**src/rtl/seq_multiplier_ctrl.sv**
```systemverilog
// Purpose: 4-bit ripple adder/subtractor, the only arithmetic resource of the multiplier.
// Latency: purely combinational, zero cycles.
// Backpressure: none; outputs follow inputs continuously.
module four_bit_adder_subtractor (
    input  logic [3:0] A,
    input  logic [3:0] B,
    input  logic       subtract,
    output logic [3:0] Result,
    output logic       Cout
);

    logic [3:0] b_eff;
    logic [4:0] sum;

    always_comb begin
        b_eff = B ^ {4{subtract}};
        sum   = {1'b0, A} + {1'b0, b_eff} + {4'b0000, subtract};
    end

    assign Result = sum[3:0];
    assign Cout   = sum[4];

endmodule

// Purpose: unsigned WIDTHxWIDTH shift-and-add multiplier sequenced around one shared adder.
// Latency: done pulses in the cycle after the 4th CALC edge; back in IDLE 5 edges after start.
// Backpressure: start is only sampled in IDLE; requests during CALC/DONE are dropped, not queued.
module seq_multiplier_ctrl #(
    parameter int WIDTH = 4
) (
    input  logic                 clk,
    input  logic                 reset_n,
    input  logic                 start,
    input  logic [WIDTH-1:0]     A,
    input  logic [WIDTH-1:0]     B,
    output logic                 busy,
    output logic                 done,
    output logic [2*WIDTH-1:0]   P
);

    typedef enum logic [1:0] {
        IDLE = 2'd0,
        CALC = 2'd1,
        DONE = 2'd2
    } state_t;

    state_t               state_q, state_d;
    logic [WIDTH-1:0]     m_q, m_d;
    logic [WIDTH-1:0]     q_q, q_d;
    logic [WIDTH-1:0]     acc_q, acc_d;
    logic [2:0]           cnt_q, cnt_d;
    logic [2*WIDTH-1:0]   p_q, p_d;
    logic                 busy_q, busy_d;
    logic                 done_q, done_d;

    logic [WIDTH-1:0]     add_result;
    logic                 add_cout;
    logic                 c_sel;
    logic [WIDTH-1:0]     s_sel;

    four_bit_adder_subtractor u_adder (
        .A        (acc_q),
        .B        (m_q),
        .subtract (1'b0),
        .Result   (add_result),
        .Cout     (add_cout)
    );

    always_ff @(posedge clk or negedge reset_n) begin
        if (!reset_n) begin
            state_q <= IDLE;
            m_q     <= '0;
            q_q     <= '0;
            acc_q   <= '0;
            cnt_q   <= '0;
            p_q     <= '0;
            busy_q  <= 1'b0;
            done_q  <= 1'b0;
        end else begin
            state_q <= state_d;
            m_q     <= m_d;
            q_q     <= q_d;
            acc_q   <= acc_d;
            cnt_q   <= cnt_d;
            p_q     <= p_d;
            busy_q  <= busy_d;
            done_q  <= done_d;
        end
    end

    always_comb begin
        state_d = state_q;
        m_d     = m_q;
        q_d     = q_q;
        acc_d   = acc_q;
        cnt_d   = cnt_q;
        p_d     = p_q;
        c_sel   = 1'b0;
        s_sel   = acc_q;

        // Add M only when the current multiplier bit is set; the carry always joins the shift.
        if (q_q[0]) begin
            c_sel = add_cout;
            s_sel = add_result;
        end

        case (state_q)
            IDLE: begin
                if (start) begin
                    m_d     = A;
                    q_d     = B;
                    acc_d   = '0;
                    cnt_d   = '0;
                    state_d = CALC;
                end
            end
            CALC: begin
                {acc_d, q_d} = {c_sel, s_sel, q_q[WIDTH-1:1]};
                cnt_d        = cnt_q + 3'd1;
                if (cnt_q == 3'd3) begin
                    p_d     = {acc_d, q_d};
                    state_d = DONE;
                end
            end
            DONE: begin
                state_d = IDLE;
            end
            default: begin
                state_d = IDLE;
            end
        endcase

        // Status flags are registered from the next state so they stay glitch-free Moore outputs.
        busy_d = (state_d != IDLE);
        done_d = (state_d == DONE);
    end

    assign busy = busy_q;
    assign done = done_q;
    assign P    = p_q;

endmodule

```
**config.mk**
```make
export PLATFORM = sky130hd
export DESIGN_NAME = seq_multiplier_ctrl
export DESIGN_NICKNAME = d
export VERILOG_FILES = /design/src/rtl/seq_multiplier_ctrl.sv
export SDC_FILE = /design/constraint.sdc
export NUM_CORES = 1
export LEC_CHECK = 0
export ABC_AREA = 1
export BUFFER_PORTS_ARGS = -buffer_cell sky130_fd_sc_hd__buf_2
export CAP_MARGIN = 30
export CORE_ASPECT_RATIO = 0.8
export CORE_MARGIN = 2
export CORE_UTILIZATION = 44
export CTS_BUF_LIST = sky130_fd_sc_hd__clkbuf_16
export CTS_CLUSTER_SIZE = 25
export DETAILED_ROUTE_END_ITERATION = 16
export PLACE_DENSITY = 0.65
export SYNTH_ARGS = -nofsm -noshare
export SYNTH_HDL_FRONTEND = slang
export SYNTH_HIERARCHICAL = 1
export SYNTH_SLANG_ARGS = --single-unit
```
**constraint.sdc**
```tcl
create_clock -name clk -period 1.89 [get_ports clk]
set_input_delay 0 -clock clk [delete_from_list [all_inputs] [get_ports clk]]
set_output_delay 0 -clock clk [all_outputs]
set_load 0.02 [all_outputs]
```
==> results.ini, run 1 <==
[status]
status = completed

[die]
initial_core_util_pct = 47.1
die_w_um = 65.3
die_y_um = 53.0
dieArea_um2 = 3460
ios = 21
coreArea_um2 = 2810
rows = 17

[clock_network]
clkTransAtPathRegs_ns = 0.07
root_buffer = clkbuf_16
htreeDepth = 1
insertion_delay_ns = 0.26
cts_tree = yes
max-clock-path-buffers = 2
cts_sinks = 27
numCtsBuffers = 3

[pwr]
peakVddDrop_mv = 0.940
p_leak_uw = 0.000900
power.total_uw = 2630
power_per_cell_area_nw_per_um2 = 1640

[timing]
slew_violations = 0
hold_viol = 0
clock_skew_ns = 0.00743
finalSetupViolations = 0
fin_ws_ns = 0.294
timing.final.crit_share_pct = 84.5
min_period_ns = 1.60
max_freq_mhz = 627
tightest_slew_ns = 0.597
slew_headroom_pct = 60.2
setup_tns_ns = 0
rsz0062_at_grt = no

[logic_synthesis]
synth_edf_count = 0
synthXorXnorAreaFrac_pct = 3.31
synthTopCellsByArea = dfrtp_1 (51%), nand2_1 (23%), ha_1 (4.7%)
synth-async-reset-ratio_pct = 100
synth_warnings = 6
synth-seq-area-share_pct = 51.1
synth-main-ff-cell = dfrtp_1
synth-simple-area-share_pct = 31.4
synthDistinctLibCells = 19
syn_inst = 159
yosysTopAreaCellShare_pct = 51.1
ys_ff_latch = 27
synth.most_common_cell = nand2_1
syn_area_um2 = 1320
synth_top_area_cell = dfrtp_1
synthAdderAreaFrac_pct = 6.25
ys_top_cells_by_count = nand2_1 (82), dfrtp_1 (27), nand3_1 (10), inv_1 (8)
synth_compound_area_share_pct = 3.88
synthMuxAreaShare_pct = 0
syn_avg_cell_area_um2 = 8.31
synth_top_family_by_area = simple AND/OR/NAND/NOR gates

[job]
drv_cap = 0

[grt]
grt_busiest_layer = met2
grt_pass1_vias = 1029
gr-usage-met1_pct = 22.9
grt_util_met2_pct = 29.4
grt_max_degree = 28
track_usage_pct = 16.9
met3_usage_pct = 3.83
grt_antenna_before_repair = 0
grt_pass1_wl_mm = 4.52
grt_overflow = 0

[placement]
hpwl_mm = 1.89
place_ws_ns = 0.325
port-buffer-count = 20
place.gp.congestion = 0.762
dpl_cell_area_um2 = 1470

[routing]
ant_nets = 0
wl_per_cell_um = 11.2
drtIter0Drc = 91
routed_wl_mm = 2.56
viasPerCell = 4.79
drcViolationCount = 0
dr.pass1.iters = 5
vias = 1093

[critical_path]
rr_worst_depth = 10
cp_max_fo = 4
cpMostUsedCell = nand2_1
worstSetupPathType = reg -> reg
r2r_start = m_q[2]$_DFFE_PN0P_
r2r-end = acc_q[2]$_DFFE_PN0P_
worst_ep_arrival_time_ns = 1.75
slowest_delay_ns = 0.39
slowest_stage = dfrtp_1
r2r_setup_slack_ns = 0.29
critPathRequiredTime_ns = 2.04
startpoint_type = flop
crit_start = m_q[2]$_DFFE_PN0P_
end_kind = flop
worstPathCellList = xor2_1 > ha_1 > a21oi_1 > nand2_1 > nand2_1 > nand2_1 > nand2_1 > nand2_1 > nand2_1 > nand2_1

[layout]
n_antenna_cell = 0
fin_area_um2 = 1610
drive_above_1_share_pct = 17.9
syn2layout_area_growth_pct = 21.5
finalNetCount = 208
fillers = 282

[worst_hold_path]
whs_path_depth = 5
hold_path.class = in -> reg
hold_start = B[0]
min_delay_worst_endpoint = q_q[0]$_DFFE_PN0P_

[routing by layer]
metal  share of wire (%)  up-vias  wire length (µm)
met5                   0        -                 0
met4                   0        0                 0
met3                 4.6        0               117
met2                  45       26              1170
met1                  50      513              1280
li1                    -      554                 -
[cells in the final DEF, fill, tap and decap left out, types with 2 or more instances in the layout]
master and instances:
o21ai_1 3, nand3_1 10, dfrtp_1 27, nor2_4 2, xor2_1 5, nand2_1 82
inv_1 8, ha_1 5, a21oi_1 2, conb_1 4, clkbuf_16 3, dlygate4sd3_1 5
buf_2 20, nand2_2 4, o21ai_0 2
[registers in the layout, indices dropped and copies added, names as in the netlist]
| name | count |
|---|---|
| done | 1 |
| m_q | 4 |
| busy | 1 |
| state_q | 2 |
| cnt_q | 3 |
| acc_q | 4 |
| q_q | 4 |
| P | 8 |
[worst max-delay path: cells and delay by family (launching register included)]
kind	cells	cell delay, ns
xor+xnor	1	0.15
fa+ha+maj	1	0.33
compound gates	1	0.21
flops	1	0.39
simple gates	7	0.42
[through the flow]
step           instances  hold WS [ns]  util [%]
4_1_cts              228        0.0241      57.2
6_report             228        0.0194      57.2
2_1_floorplan        162        -0.296         -
3_5_place_dp         219        0.0457      52.5
5_1_grt              228        0.0513      57.2
3_3_place_gp         219        0.0332      52.5
[cell type report]
class | instances | area, µm² | share of cell area, %
inverters | 9 | 33.8 | 2.10
well taps | 38 | 47.5 | 2.96
repair buffers | 26 | 158 | 9.82
clock buffers | 3 | 75.1 | 4.68
flip-flops and latches | 27 | 676 | 42.1
multi-input cells | 124 | 608 | 37.9
clock inverters | 1 | 7.51 | 0.468
[power by group]
group | total, µW | internal [µW] | switching [µW]
sequential | 1000 | 812 | 189
clock | 490 | 288 | 202
combinational | 1140 | 414 | 727
total | 2630 | 1510 | 1120
[kinds of logic after synthesis]
group | after synthesis
flops | 27
other cells | 1
xor+xnor | 5
buf+inv | 11
fa+ha+maj | 6
simple gates | 100
compound gates | 9
[worst max-delay path by stage]
stage / endpoint / slack (ns) / depth (start not counted)
2_1_floorplan: P[6]$_DFFE_PN0P_ / 0.43 / 10
3_5_place_dp: acc_q[2]$_DFFE_PN0P_ / 0.32 / 10
5_1_grt: P[6]$_DFFE_PN0P_ / 0.17 / 10
3_3_place_gp: P[6]$_DFFE_PN0P_ / 0.38 / 10
6_report: acc_q[2]$_DFFE_PN0P_ / 0.29 / 10
4_1_cts: acc_q[2]$_DFFE_PN0P_ / 0.32 / 10
[timing repair]
action,in CTS,in global routing
resized for setup,0,0
setup endpoints to repair,0,0
buffers inserted,0,0
endpoints found under the hold margin,31,0
hold buffers,5,0
No activity file was read; power rests on OpenSTA's default activity.
==> run 2, diff against run 1 <==
Clock period 1.89 ns to 1.5 ns, I/O delays scaled along.
==> results.ini, run 2 (synthesized netlist as in run 1, its figures left out) <==
[status]
status = complete, but fails checks
violations = negative setup slack

[clock_network]
numCtsBuffers = 3  ; unchanged
max-clock-path-buffers = 2  ; unchanged
insertion_delay_ns = 0.26  ; about the same
clkTransAtPathRegs_ns = 0.07  ; about the same
root_buffer = clkbuf_16
cts_tree = yes
cts_sinks = 27  ; unchanged
htreeDepth = 1  ; unchanged

[pwr]
power_per_cell_area_nw_per_um2 = 2080  ; +27%
clock_power_share_pct = 17.7  ; -0.9 points
combPwrFrac_pct = 45.9  ; +2.5 points
power.total_uw = 3450  ; +31%
peakVddDrop_mv = 0.904  ; -3.8%
switchingPower_uw = 1460  ; +30%
internal_power_uw = 1990  ; +32%
p_seq_share_pct = 36.4  ; -1.6 points
p_leak_uw = 0.000921  ; +2.3%
swShare_pct = 42.2  ; -0.24 points

[grt]
grt_pass1_wl_mm = 4.57  ; +1.1%
track_usage_pct = 17.6  ; +0.68 points
grt_max_degree = 28  ; unchanged
grt_antenna_before_repair = 0  ; unchanged
grt_overflow = 0  ; unchanged
grt_pass1_vias = 1028  ; -0.097%

[critical_path]
startpoint_type = flop
slowest_stage = dfrtp_1
critPathRequiredTime_ns = 1.66  ; -0.38 ns
worstSetupPathType = reg -> reg
cp_max_fo = 3  ; -1
worstPathCellList = xor2_1 > ha_1 > a21oi_2 > nand2_2 > nand2_1 > nand2_1 > nand2_1 > nand2_1 > nand2_1 > nand2_1
slowest_delay_ns = 0.39  ; about the same
end_kind = flop
cpMostUsedCell = nand2_1
worst_ep_arrival_time_ns = 1.72  ; -0.03 ns

[timing]
timing.final.crit_share_pct = 104  ; +20 points
slew_headroom_pct = 61.1  ; +0.89 points
rsz0062_at_grt = yes
finalSetupViolations = 4  ; +4
tightest_slew_ns = 0.584  ; -0.0133 ns
fin_hold_ws_ns = 0.0254  ; +0.00597 ns
slew_violations = 0  ; unchanged
max_freq_mhz = 639  ; +2.0%
min_period_ns = 1.57  ; -0.0309 ns
setup_tns_ns = -0.138  ; -0.138 ns
hold_viol = 0  ; unchanged
clock_skew_ns = 0.00764  ; +0.000208 ns
fin_ws_ns = -0.0652  ; -0.359 ns

[layout]
final_util_pct = 59.0  ; +1.8 points
mostFrequentLayoutCells = nand2_1 (81), dfrtp_1 (27), buf_2 (20)
fillers = 268  ; -5.0%
n_antenna_cell = 0  ; unchanged
largest_reg_flops = 8  ; unchanged
drive_above_1_share_pct = 22.2  ; +4.3 points
layout_commonest_cell = nand2_1
finalNetCount = 212  ; +1.9%
seqCellArea_um2 = 676  ; unchanged
multi_input_area_um2 = 628  ; +3.3%
syn2layout_area_growth_pct = 25.3

[die]
initial_core_util_pct = 47.1  ; unchanged
die_w_um = 65.3  ; unchanged
dieArea_um2 = 3460  ; unchanged
ios = 21  ; unchanged
coreArea_um2 = 2810  ; unchanged
die_y_um = 53.0  ; unchanged
rows = 17  ; unchanged

[job]
drv_cap = 0  ; unchanged

[placement]
port-buffer-count = 20  ; unchanged
place.gp.congestion = 0.750  ; -1.7%
hpwl_mm = 1.99  ; +5.0%

[routing]
vias = 1071  ; -2.0%
routed_wl_mm = 2.68  ; +4.3%
ant_nets = 0  ; unchanged
viasPerCell = 4.62  ; -3.7%
drtIter0Drc = 59  ; -35%
drcViolationCount = 0  ; unchanged
wl_per_cell_um = 11.5  ; +2.5%
dr.pass1.iters = 4  ; -1

[worst_hold_path]
hold_path.class = in -> reg

[run 2: critical path, delay by kind of cell, from the launching register on]
family	cells	cell delay (ns)
and+or+nand+nor	7	0.40
AOI/OAI and AO/OA	1	0.19
adders and majority gates	1	0.34
DFF	1	0.39
xor gates and xnor gates	1	0.15
[run 2: power by group through the flow]
stage / sequential [µW] / combinational (µW) / clock [µW]
global route: 1300 / 1810 / 656
detailed placement: 1260 / 1510 / 0
floorplan: 1340 / 990 / 0
CTS: 1250 / 1590 / 621
global placement: 1240 / 1460 / 0
finish: 1250 / 1580 / 612
[run 2: final timing paths]
path                                    start                   end  slack (ns)  depth (start not counted)
max                        m_q[2]$_DFFE_PN0P_  acc_q[2]$_DFFE_PN0P_       -0.07                         10
min                                      B[3]    q_q[3]$_DFFE_PN0P_        0.03                          3
max reg2reg                m_q[2]$_DFFE_PN0P_  acc_q[2]$_DFFE_PN0P_       -0.07                         10
min reg2reg                  P[0]$_DFFE_PN0P_      P[0]$_DFFE_PN0P_        0.48                          2
max in group asynchronous             reset_n  cnt_q[0]$_DFFE_PN0P_        0.84                          2
min in group asynchronous             reset_n  acc_q[1]$_DFFE_PN0P_        0.27                          2
[run 2: final cells by class]
| type | instances | area share (%) |
|---|---|---|
| clock buffer | 3 | 4.54 |
| clock inverter | 1 | 0.454 |
| inverter | 9 | 2.04 |
| multi-input combinational | 124 | 37.9 |
| sequential | 27 | 40.8 |
| tap | 38 | 2.87 |
| timing repair buffer | 30 | 11.3 |
[run 2: per-stage QoR]
stage	setup slack, ns	cells	area [µm²]
global route	-0.150	232	1660
global placement	-0.0186	222	1500
finish	-0.0652	232	1660
floorplan	0.0368	162	1330
CTS	-0.0255	232	1650
detailed placement	-0.108	222	1500
[run 2: what timing repair did]
item | 4_1_cts | 5_1_grt
setup endpoints to repair | 8 | 8
endpoints found under the hold margin | 31 | 0
resized for setup | 4 | 1
setup buffers | 1 | 0
pin swaps | 4 | 5
hold buffers | 5 | 0
[run 2: metal layers]
| layer | GRT usage, % | up-vias | part of all wire, % |
|---|---|---|---|
| met1 | 22.4 | 485 | 47 |
| met4 | 3.13 | 0 | 0.37 |
| met3 | 4.26 | 2 | 5.7 |
| li1 | - | 557 | - |
| met2 | 31.1 | 27 | 46 |
| met5 | 0 | - | 0 |
==> run 3, diff against run 2 <==
Settings changed: BUFFER_PORTS_ARGS -buffer_cell sky130_fd_sc_hd__buf_2 to not set, CORE_UTILIZATION 44 to 35, DONT_BUFFER_PORTS set to 1, PLACE_DENSITY 0.65 to 0.49.
==> results.ini, run 3 (synthesized netlist as in run 1, its figures left out) <==
[routing]
vias = 1069  ; -0.19%
dr.pass1.iters = 4  ; unchanged
ant_nets = 0  ; unchanged
routed_wl_mm = 2.90  ; +8.6%
viasPerCell = 4.67  ; +1.1%
wl_per_cell_um = 12.7  ; +10%
drtIter0Drc = 38  ; -36%
drcViolationCount = 0  ; unchanged

[worst_hold_path]
whs_path_depth = 3  ; unchanged
hold_start = start
hold_path.class = in -> reg
min_delay_worst_endpoint = q_q[2]$_DFFE_PN0P_

[job]
drv_cap = 0  ; unchanged

[timing]
fin_hold_ws_ns = 0.00759  ; -0.0178 ns
finalSetupViolations = 4  ; unchanged
rsz0062_at_grt = yes
timing.final.crit_share_pct = 104  ; -0.15 points
slew_violations = 0  ; unchanged
hold_viol = 0  ; unchanged
fin_ws_ns = -0.0630  ; +0.00224 ns
max_freq_mhz = 640  ; +0.14%
clock_skew_ns = 0.00675  ; -0.000890 ns
min_period_ns = 1.56  ; -0.00224 ns

[pwr]
peakVddDrop_mv = 0.898  ; -0.69%
power.total_uw = 3470  ; +0.56%
p_leak_uw = 0.000893  ; -3.1%
power_per_cell_area_nw_per_um2 = 2040  ; -1.8%

[clock_network]
numCtsBuffers = 3  ; unchanged
root_buffer = clkbuf_16
clkTransAtPathRegs_ns = 0.07  ; about the same
cts_tree = yes
cts_sinks = 27  ; unchanged
max-clock-path-buffers = 2  ; unchanged
htreeDepth = 1  ; unchanged
insertion_delay_ns = 0.26  ; about the same

[placement]
place.gp.congestion = 0.725  ; -3.3%
place_ws_ns = -0.0777  ; +0.0299 ns
hpwl_mm = 2.03  ; +2.3%
dp.cells = 207  ; -6.8%
port-buffer-count = 0  ; -100%

[critical_path]
r2r_start = m_q[2]$_DFFE_PN0P_
critPathRequiredTime_ns = 1.66  ; about the same
r2r_setup_slack_ns = -0.06  ; about the same
r2r-end = P[6]$_DFFE_PN0P_
worstPathCellList = xor2_1 > ha_1 > nand2_1 > inv_1 > nand2_2 > nand2_1 > nand2_1 > nand2_1 > nand2_1 > nand2_1 > nand2_1 > nand2_1
worstSetupPathType = reg -> reg
worst_ep_arrival_time_ns = 1.72  ; about the same
end_kind = flop
cp_top_family = simple AND/OR/NAND/NOR gates
startpoint_type = flop
cpMostUsedCell = nand2_1
slowest_delay_ns = 0.39  ; about the same
cp.buffers_inverters = 1  ; +1
cp_max_fo = 3  ; unchanged
slowest_stage = dfrtp_1
rr_worst_depth = 12  ; +2

[layout]
instances_no_fill = 229  ; -1.3%
syn2layout_area_growth_pct = 28.3
n_antenna_cell = 0  ; unchanged
largest_reg_flops = 8  ; unchanged
mostFrequentLayoutCells = nand2_1 (80), dfrtp_1 (25), dlygate4sd3_1 (13)
layout_commonest_cell = nand2_1
drive_above_1_share_pct = 16.0  ; -6.1 points
fillers = 341  ; +27%
multi_input_area_um2 = 631  ; +0.40%
seqCellArea_um2 = 678  ; +0.37%
finalNetCount = 205  ; -3.3%

[die]
coreArea_um2 = 3520  ; +25%
rows = 19  ; +2
die_w_um = 72.7  ; +11%
initial_core_util_pct = 37.6  ; -9.5 points
dieArea_um2 = 4290  ; +24%
ios = 21  ; unchanged
die_y_um = 59.0  ; +11%

[status]
status = complete, but fails checks
violations = negative setup slack

[grt]
grt_pass1_wl_mm = 4.87  ; +6.7%
gr-usage-met1_pct = 19.6  ; -2.7 points
grt_util_met2_pct = 24.8  ; -6.3 points
grt_antenna_before_repair = 0  ; unchanged
grt_max_degree = 28  ; unchanged
grt_busiest_layer = met2
grt_pass1_vias = 1043  ; +1.5%
grt_overflow = 0  ; unchanged
met3_usage_pct = 4.62  ; +0.37 points
track_usage_pct = 15.4  ; -2.3 points

run 3: cell types whose count changed in the layout (fill, tap and decap cells not counted), moves of 2 or more:
| cell | change |
|---|---|
| buf_2 | -20 |
| buf_4 | +3 |
| dfrtp_1 | -2 |
| dfrtp_2 | +2 |
| dlygate4sd3_1 | +8 |
run 3: timing repair:
| item | in CTS | in global routing |
|---|---|---|
| hold endpoints to repair | 35 | 0 |
| endpoints found under the setup margin | 7 | 11 |
| hold buffers | 14 | 0 |
| buffers inserted | 0 | 4 |
| pin swaps | 1 | 6 |
| gates resized for setup | 4 | 5 |
run 3: how the worst max path moves through the flow:
stage               slack (ns)              endpoint                from  depth (start not counted)
finish                   -0.06      P[6]$_DFFE_PN0P_  m_q[2]$_DFFE_PN0P_                         12
global route             -0.18      P[6]$_DFFE_PN0P_  m_q[2]$_DFFE_PN0P_                         12
global placement         -0.05  acc_q[2]$_DFFE_PN0P_  m_q[2]$_DFFE_PN0P_                         10
CTS                      -0.06      P[6]$_DFFE_PN0P_  m_q[2]$_DFFE_PN0P_                         10
detailed placement       -0.08      P[6]$_DFFE_PN0P_  m_q[2]$_DFFE_PN0P_                         10
floorplan                 0.04      P[6]$_DFFE_PN0P_  m_q[2]$_DFFE_PN0P_                         10
run 3: layout make-up:
cell class                 instances  share of cell area (%)
sequential                        27                    40.0
multi-input combinational        124                    37.2
timing repair buffer              23                    13.1
clock buffer                       3                    4.43
tap                               42                    3.10
inverter                           9                    1.99
clock inverter                     1                   0.221
run 3: where the power goes:
group          internal, µW  switching (µW)
combinational           626             860
sequential             1030             358
clock                   357             237
run 3: routing by layer:
| metal | part of all wire, % | vias to the layer above |
|---|---|---|
| li1 | - | 545 |
| met1 | 47 | 503 |
| met2 | 48 | 16 |
| met3 | 3.2 | 5 |
| met4 | 1.4 | 0 |
| met5 | 0 | - |
run 3: worst reg2reg max path, cell delays in order, from the launching register on:
cell and delay (ns):
dfrtp_1 0.39, xor2_1 0.15, ha_1 0.32, nand2_1 0.08
inv_1 0.05, nand2_2 0.07, nand2_1 0.05, nand2_1 0.06
nand2_1 0.05, nand2_1 0.05, nand2_1 0.07, nand2_1 0.08
nand2_1 0.05
run 3: stage by stage:
step / TNS [ns] / instance area [µm²] / util (%)
finish: -0.210 / 1700 / 48.2
global route: -0.719 / 1700 / 48.2
CTS: -0.177 / 1650 / 47.0
detailed placement: -0.275 / 1410 / 40.0
global placement: -0.105 / 1410 / 40.0
floorplan: 0 / 1330 / -
